`src/rtl/lsu_pkg.sv`:
```
// Shared types and helpers for the load/store unit: FSM states, RV funct3
// encodings, access-size decode and funct3 legality per data width.
package lsu_pkg;

   typedef enum logic [1:0] {
      S_IDLE = 2'd0,
      S_REQ  = 2'd1,
      S_WAIT = 2'd2,
      S_DONE = 2'd3
   } lsu_state_e;

   localparam logic [2:0] F3_B  = 3'b000;
   localparam logic [2:0] F3_H  = 3'b001;
   localparam logic [2:0] F3_W  = 3'b010;
   localparam logic [2:0] F3_D  = 3'b011;
   localparam logic [2:0] F3_BU = 3'b100;
   localparam logic [2:0] F3_HU = 3'b101;
   localparam logic [2:0] F3_WU = 3'b110;

   // log2 of the access size in bytes: 0=byte, 1=half, 2=word, 3=dword
   function automatic logic [1:0] size_of(input logic [2:0] funct3);
      return funct3[1:0];
   endfunction

   function automatic logic legal(input logic [2:0] funct3, input logic is_store,
                                  input int data_w);
      logic ok;
      if (is_store) begin
         ok = (funct3[2] == 1'b0) && ((funct3 != F3_D) || (data_w == 32'sd64));
      end else begin
         ok = (funct3 != 3'b111) &&
              !((data_w == 32'sd32) && ((funct3 == F3_D) || (funct3 == F3_WU)));
      end
      return ok;
   endfunction

endpackage

```
`src/rtl/lsu_load_align.sv`:
```
// Load-data steering: shifts the bus-aligned read word down by the byte
// offset and sign/zero-extends it according to funct3.
module lsu_load_align
   import lsu_pkg::*;
#(
   parameter int DATA_W = 32
) (
   input  logic [DATA_W-1:0]                mem_rdata,
   input  logic [$clog2(DATA_W/8)-1:0]      off,
   input  logic [2:0]                       funct3,
   output logic [DATA_W-1:0]                rdata_ext
);

   logic [DATA_W-1:0] shifted_s;

   // Lane shift followed by size/sign extension
   always_comb begin
      shifted_s = mem_rdata >> {off, 3'b000};
      case (funct3)
         F3_B:    rdata_ext = DATA_W'(signed'(shifted_s[7:0]));
         F3_BU:   rdata_ext = DATA_W'(shifted_s[7:0]);
         F3_H:    rdata_ext = DATA_W'(signed'(shifted_s[15:0]));
         F3_HU:   rdata_ext = DATA_W'(shifted_s[15:0]);
         F3_W:    rdata_ext = DATA_W'(signed'(shifted_s[31:0]));
         F3_WU:   rdata_ext = DATA_W'(shifted_s[31:0]);
         F3_D:    rdata_ext = shifted_s;
         default: rdata_ext = '0;
      endcase
   end

endmodule

```
`src/rtl/load_store_unit.sv`:
```
// RV load/store unit over a req/gnt/rvalid memory port. Define
// LSU_MISALIGN_TRAP_EN to fault misaligned accesses instead of truncating them.
module load_store_unit
   import lsu_pkg::*;
#(
   parameter int ADDR_W = 32,
   parameter int DATA_W = 32
) (
   input  logic                   clk,
   input  logic                   rst,
   input  logic                   in_valid,
   output logic                   in_ready,
   input  logic                   in_is_store,
   input  logic [2:0]             in_funct3,
   input  logic [ADDR_W-1:0]      in_addr,
   input  logic [DATA_W-1:0]      in_wdata,
   output logic                   out_valid,
   output logic [DATA_W-1:0]      out_rdata,
   output logic                   out_err,
   output logic                   mem_req,
   output logic                   mem_we,
   output logic [ADDR_W-1:0]      mem_addr,
   output logic [DATA_W/8-1:0]    mem_wstrb,
   output logic [DATA_W-1:0]      mem_wdata,
   input  logic                   mem_gnt,
   input  logic                   mem_rvalid,
   input  logic [DATA_W-1:0]      mem_rdata
);

   localparam int STRB_W = DATA_W / 8;
   localparam int OFF_W  = $clog2(STRB_W);

   lsu_state_e         state_r;
   logic [2:0]         f3_r;
   logic               store_r;
   logic [OFF_W-1:0]   off_r;

   logic [1:0]         size_s;
   logic [OFF_W-1:0]   off_s;
   logic [OFF_W-1:0]   mask_s;
   logic [OFF_W-1:0]   off_eff_s;
   logic               acc_err_s;
   logic [ADDR_W-1:0]  addr_al_s;
   logic [STRB_W-1:0]  strb_s;
   logic [DATA_W-1:0]  wdata_s;
   logic [DATA_W-1:0]  load_data_s;

   // Request decode: alignment, legality, strobes and store-lane steering
   always_comb begin
      size_s    = size_of(in_funct3);
      off_s     = in_addr[OFF_W-1:0];
      mask_s    = OFF_W'((4'd1 << size_s) - 4'd1);
      off_eff_s = off_s & ~mask_s;
`ifdef LSU_MISALIGN_TRAP_EN
      acc_err_s = !legal(in_funct3, in_is_store, DATA_W) || ((off_s & mask_s) != '0);
`else
      acc_err_s = !legal(in_funct3, in_is_store, DATA_W);
`endif
      addr_al_s = {in_addr[ADDR_W-1:OFF_W], {OFF_W{1'b0}}};
      case (size_s)
         2'd0:    strb_s = STRB_W'(4'h1) << off_eff_s;
         2'd1:    strb_s = STRB_W'(4'h3) << off_eff_s;
         2'd2:    strb_s = STRB_W'(4'hF) << off_eff_s;
         2'd3:    strb_s = '1;
         default: strb_s = '0;
      endcase
      wdata_s = in_wdata << {off_eff_s, 3'b000};
   end

   lsu_load_align #(.DATA_W(DATA_W)) u_load_align (
      .mem_rdata (mem_rdata),
      .off       (off_r),
      .funct3    (f3_r),
      .rdata_ext (load_data_s)
   );

   // Access FSM; every core- and bus-facing output is a register
   always_ff @(posedge clk or posedge rst) begin
      if (rst) begin
         state_r   <= S_IDLE;
         f3_r      <= 3'b000;
         store_r   <= 1'b0;
         off_r     <= '0;
         in_ready  <= 1'b1;
         out_valid <= 1'b0;
         out_err   <= 1'b0;
         out_rdata <= '0;
         mem_req   <= 1'b0;
         mem_we    <= 1'b0;
         mem_addr  <= '0;
         mem_wstrb <= '0;
         mem_wdata <= '0;
      end else begin
         case (state_r)
            S_IDLE: begin
               if (in_valid && in_ready) begin
                  f3_r     <= in_funct3;
                  store_r  <= in_is_store;
                  off_r    <= off_eff_s;
                  in_ready <= 1'b0;
                  if (acc_err_s) begin
                     state_r   <= S_DONE;
                     out_valid <= 1'b1;
                     out_err   <= 1'b1;
                     out_rdata <= '0;
                  end else begin
                     state_r   <= S_REQ;
                     mem_req   <= 1'b1;
                     mem_we    <= in_is_store;
                     mem_addr  <= addr_al_s;
                     mem_wstrb <= strb_s;
                     mem_wdata <= wdata_s;
                  end
               end
            end
            S_REQ: begin
               if (mem_gnt) begin
                  mem_req <= 1'b0;
                  if (mem_rvalid) begin
                     state_r   <= S_DONE;
                     out_valid <= 1'b1;
                     out_err   <= 1'b0;
                     out_rdata <= store_r ? '0 : load_data_s;
                  end else begin
                     state_r <= S_WAIT;
                  end
               end
            end
            S_WAIT: begin
               if (mem_rvalid) begin
                  state_r   <= S_DONE;
                  out_valid <= 1'b1;
                  out_err   <= 1'b0;
                  out_rdata <= store_r ? '0 : load_data_s;
               end
            end
            S_DONE: begin
               state_r   <= S_IDLE;
               out_valid <= 1'b0;
               out_err   <= 1'b0;
               in_ready  <= 1'b1;
            end
            default: begin
               state_r   <= S_IDLE;
               out_valid <= 1'b0;
               out_err   <= 1'b0;
               mem_req   <= 1'b0;
               in_ready  <= 1'b1;
            end
         endcase
      end
   end

endmodule

```
`config.mk`:
```
export PLATFORM = sky130hd
export DESIGN_NAME = load_store_unit
export DESIGN_NICKNAME = d
export VERILOG_FILES = /design/src/rtl/lsu_pkg.sv /design/src/rtl/lsu_load_align.sv /design/src/rtl/load_store_unit.sv
export SDC_FILE = /design/constraint.sdc
export NUM_CORES = 1
export LEC_CHECK = 0
export BUFFER_PORTS_ARGS = -buffer_cell sky130_fd_sc_hd__buf_2
export CAP_MARGIN = 20
export CORE_UTILIZATION = 32
export DETAILED_ROUTE_END_ITERATION = 8
export HOLD_SLACK_MARGIN = 0.06
export SYNTH_ARGS = -nofsm -noshare
export SYNTH_HDL_FRONTEND = slang
export SYNTH_SLANG_ARGS = --single-unit
```
`constraint.sdc`:
```
create_clock -name clk -period 5.2 [get_ports clk]
set_clock_uncertainty 0.2 [all_clocks]
set_input_delay 1.04 -clock clk [delete_from_list [all_inputs] [get_ports clk]]
set_output_delay 1.04 -clock clk [all_outputs]
set_load 0.005 [all_outputs]
```
Word-level counts from Yosys, hierarchy flattened:

Index checks and enable logic that the tools add are counted.

* word-level logic and storage cells: 92
* bits of input ports: 105
* register bits after elaboration: 111

* muxes and demuxes: 29
* bitwise operators: 3
* equality and inequality tests: 21
* shift-type cells: 6
* reduce and logical (&&, ||, !) cells: 19
* $add $sub $neg: 1

Operators with widths (number)
* two-way mux 32 bit: 5
* one-hot mux 32 bit (5 select lines): 1
* one-hot mux 32 bit (3 select lines): 1
* left shift 32 x 5 -> 32 bit: 1
* right shift 32 x 5 -> 32 bit: 1
* one-hot mux 4 bit (4 select lines): 1
* equality test 3 bit, second input constant: 4
* two-way mux 1 bit: 12
* inequality test 2 bit, second input constant: 5
* equality test 3 x 2 -> 1 bit, second input constant: 3
* AND reduction 3 bit: 3
* equality test 2 bit, second input constant: 4
* two-way mux 2 bit: 4
* one-hot mux 1 bit (4 select lines): 2
* one-hot mux 2 bit (4 select lines): 1
* AND reduction 4 bit: 2
* equality test 2 x 1 -> 1 bit, second input constant: 2
* zero test 2 bit: 2
* one-hot mux 1 bit (2 select lines): 2
* AND reduction 2 bit: 2
* nonzero test 2 bit: 2
* left shift 1 x 2 -> 4 bit, first input constant: 1
* left shift 2 x 2 -> 4 bit, first input constant: 1
* left shift 4 x 2 -> 4 bit, first input constant: 1
* other kinds (14): 16

Longest topological paths before layout:

* depth after elaboration: 8
* mapped depth: 9

Cells and area by module:

Synthesis repeated with hierarchy kept, for this count alone.

* cell total of the unflattened synthesis: 606
* area, all modules: 5853.1 µm²

By module, submodules not included
* load_store_unit: area an instance 5092.4 µm², times used 1, cells each 498
* lsu_load_align: area an instance 760.7 µm², times used 1, cells each 108

Least setup slack after synthesis:

OpenSTA, ideal clock, no wires.

* path kind: input -> register
* from: input in_funct3[0]
* to: register mem_wdata[24]
* stages on the path: 6
* required time: 4875 ps
* arrival: 2491 ps
* path buffers: 1
* library setup time: 125 ps
* slack: 2385 ps
* cell sequence: inv_1 > ha_1 > nand2_1 > buf_2 > mux4_2 > mux2_2

* longest elaborated chain between the ends: 6

Ends and longest elaborated chain
* from (decl): line load_store_unit.sv:14 `input logic [2:0] in_funct3,`
* parallel branches: the longest is 6 deep, another holds subtractor 2 x 1 -> 2 bit
* to (signal assigned): line load_store_unit.sv:112 `mem_wdata <= wdata_s;`
* to (decl): line load_store_unit.sv:24 `output logic [DATA_W-1:0] mem_wdata,`

Parallel ways; which one is timed is not known.
A chain may end at the register's enable or synchronous reset.

Final worst setup path:

Same ends and word-level chain as after synthesis.

==> metrics.txt <==
status=finished clean; die area=0.0179 sq mm; Die Wd=134 um; row count=47; Area Overhead vs Synth=26.6%; Mapped Cells=about 540; CTS tree=done; Seq pwr share=38.9%; LEAKAGE=3.65 nW; switching portion of total power=38.4%; WS Path Type=in2reg; vias in the first global route=4,562; Post-CTS Resized=0; Initial Util=33.1%; Clock power frac=17.8%; Num Clock Sinks=111; Max Cap Violations=0; Slew Limit Fails=0; setup bufs post-CTS=0; Synth Area in Compound Gates=18.6%; final hold vios=0; antenna violations before repair=0; gr ovfl total=0; WP data required=5.24 ns; Critical Path Source Type=input pin; Tot GR Track Use=18.1%; Reg clk slew, reported paths=about 0.080 ns; DRC Markers=0; share of cells above drive strength 1=35.3%; unrepaired setup endpoints after global routing=no; drt total wl=~16 mm; Hold Slack=0.269 ns; 1st-iter DRT viols=180; Least-Margin Pin Slew=1.02 ns; Internal=0.00230 W; largest net degree at the start of global routing=62; switching power=0.00143 W; Worst Setup End Kind=register; ANT nets after route=0; Port-buffer cells=between 200 and 250; DRT Pass-1 Iters=5; Synth Flop Type=dfrtp_1; Seq/Total Area, Yosys=about half; post-route clock period utilization=between 50% and 60%; Power Dens Cells=532 mW/mm^2; syn_area_per_cell=10.3 sq um; CTS buffer count=9; Setup-failing EPs final=0; final setup TNS=0 ns; via count=4,805; Mapped Area=0.00555 sq mm; FF+latch count, synth=111; CTS max path bufs=2; Net count, final=839; Skew-Pair Late Insertion Delay=0.34 ns; crit path DAT=3.11 ns; slew margin rel.=32.2%; Vias/cell=5.05; Core ar.=0.0168 sq mm; Distinct cells, synth=47; first-pass GRT wire length=25.1 mm; Die Ht=134 um; clock root buffer=clkbuf_16; RD Place Congestion=0.819; main combinational cell family by area after synthesis=compound AO/OA/AOI/OAI gates; EDFF count, synth=0; yosys warns=0; multiplexer area fraction after synthesis=10.2%; Detailed Place HPWL=11.7 mm; Adder-Cell Fraction of Synth Area=2.03%; min cycle time layout=3.07 ns; XOR/XNOR Fraction of Synth Area=less than 1%; Comb power frac=43.3%; # H-tree levels=3; WL/cell=16.7 um; Fmax=0.326 GHz; Peak VDD IR=approximately 0.00022 V; IO Count=210; HP Class=reg2reg; Post-CTS Hold Buffers=0; Synth async-reset ratio=100%; simple-gate area share of the yosys netlist=between 10% and 20%; CP Max Fanout=15
power groups by stage:
| stage | Clock [W] | Combinational [W] | Sequential (W) |
|---|---|---|---|
| global placement | 0 | 0.00156 | 0.00146 |
| finish | 0.000666 | 0.00162 | 0.00145 |
| CTS | 0.000694 | 0.00163 | 0.00145 |
| floorplan | 0 | 0.00103 | 0.00142 |
| detailed placement | 0 | 0.00164 | 0.00145 |
| global route | 0.000723 | 0.00180 | 0.00150 |
stage by stage:
step | cell area (sq um) | worst slack [ns] | total power [W] | utilization [%] | cells
after CTS | 7000 | 1.87 | 0.00378 | 41.8 | 949
final | 7020 | 2.13 | 0.00374 | 41.9 | 951
after floorplan | 5550 | 1.03 | 0.00245 | - | 539
after detailed placement | 6720 | 1.52 | 0.00309 | 40.1 | 933
after global placement | 6690 | 1.53 | 0.00302 | 39.9 | 932
after global routing | 7020 | 1.96 | 0.00402 | 41.9 | 950
cell families after synthesis:
group / after synthesis
compound gates: 136
xor+xnor: 1
fa+ha+maj: 9
buf+inv: 56
flops: 111
mux: 44
other cells: 1
simple gates: 180
state kept, by name (all words and copies together) (netlist names), 2 cells and up:
signal / count
f3_r: 3
mem_wdata: 32
state_r: 2
mem_wstrb: 4
out_rdata: 32
off_r: 2
mem_addr: 30
final cells by class:
| type | instances | area (sq um) |
|---|---|---|
| Tap cell | 220 | 275 |
| Sequential cell | 111 | 2780 |
| Inverter | 17 | 66.3 |
| Antenna cell | 1 | 2.50 |
| Clock inverter | 6 | 45.0 |
| Multi-Input combinational cell | 372 | 2500 |
| Timing Repair Buffer | 214 | 1120 |
| Fill cell | 1708 | 9740 |
| Clock buffer | 10 | 239 |
placed cells by master, fill, tap and decap left out, drive strengths merged, types with 3 or more instances in the layout:
cell	n
a32o	7
nand3	4
ha	9
mux4	9
a211o	9
a221o	8
and3	3
a22o	27
clkinv	3
o22ai	16
o21ai	19
clkbuf	10
inv	18
o2bb2ai	14
dfrtp	110
mux2	11
nand2	142
mux2i	24
buf	214
nor2b	15
a21oi	21
o31ai	3
nor2	6
routing by layer:
layer  vias to the layer above  track usage (%)  routed length, um  part of all wire, %
li1                       2293                -                  -                    -
met1                      2306             25.9               7400                   47
met2                       204             27.5               7310                   46
met3                         2             4.68               1090                  6.9
met4                         0             4.17                 45                 0.28
met5                         -                0                  0                    0
path summary, 6_finish.rpt:
kind	startpoint	endpoint	slack (ns)	depth (start not counted)
setup reg to reg	state_r[0]$_DFFE_PP0P_	mem_wdata[19]$_DFFE_PP0P_	2.31	6
hold reg to reg	mem_addr[11]$_DFFE_PP0P_	mem_addr[11]$_DFFE_PP0P_	0.27	2
min in group asynchronous	rst	mem_addr[12]$_DFFE_PP0P_	0.51	2
hold / removal	mem_addr[11]$_DFFE_PP0P_	mem_addr[11]$_DFFE_PP0P_	0.27	2
setup / recovery	in_funct3[0]	mem_wdata[24]$_DFFE_PP0P_	2.13	7
max in group asynchronous	rst	out_rdata[13]$_DFFE_PP0P_	3.35	3
cells in the mapped netlist, types with 3 or more instances:
master	n	area, sq um
nand2_1	142	533
dfrtp_1	110	2750
a22o_1	27	236
mux2i_1	24	240
a21oi_1	21	105
o21ai_0	19	95.1
inv_1	17	63.8
buf_2	16	80.1
o22ai_1	16	100
nor2b_1	15	93.8
o2bb2ai_1	14	123
mux2_2	11	124
buf_4	10	75.1
clkbuf_1	10	37.5
a211o_1	9	78.8
ha_1	9	113
mux4_2	9	203
a221o_1	8	80.1
a32o_1	7	70.1
nor2_1	5	18.8
and3_1	3	18.8
nand3_1	3	15.0
o31ai_1	3	22.5
worst max-delay path, cell delays in order:
cell and delay [ns]:
buf_2 0.10, inv_1 0.08, ha_1 0.26, nand2_1 0.56, buf_4 0.29, mux4_2 0.50
mux2_2 0.27
Note: power is estimated with default switching activity, not from simulation.
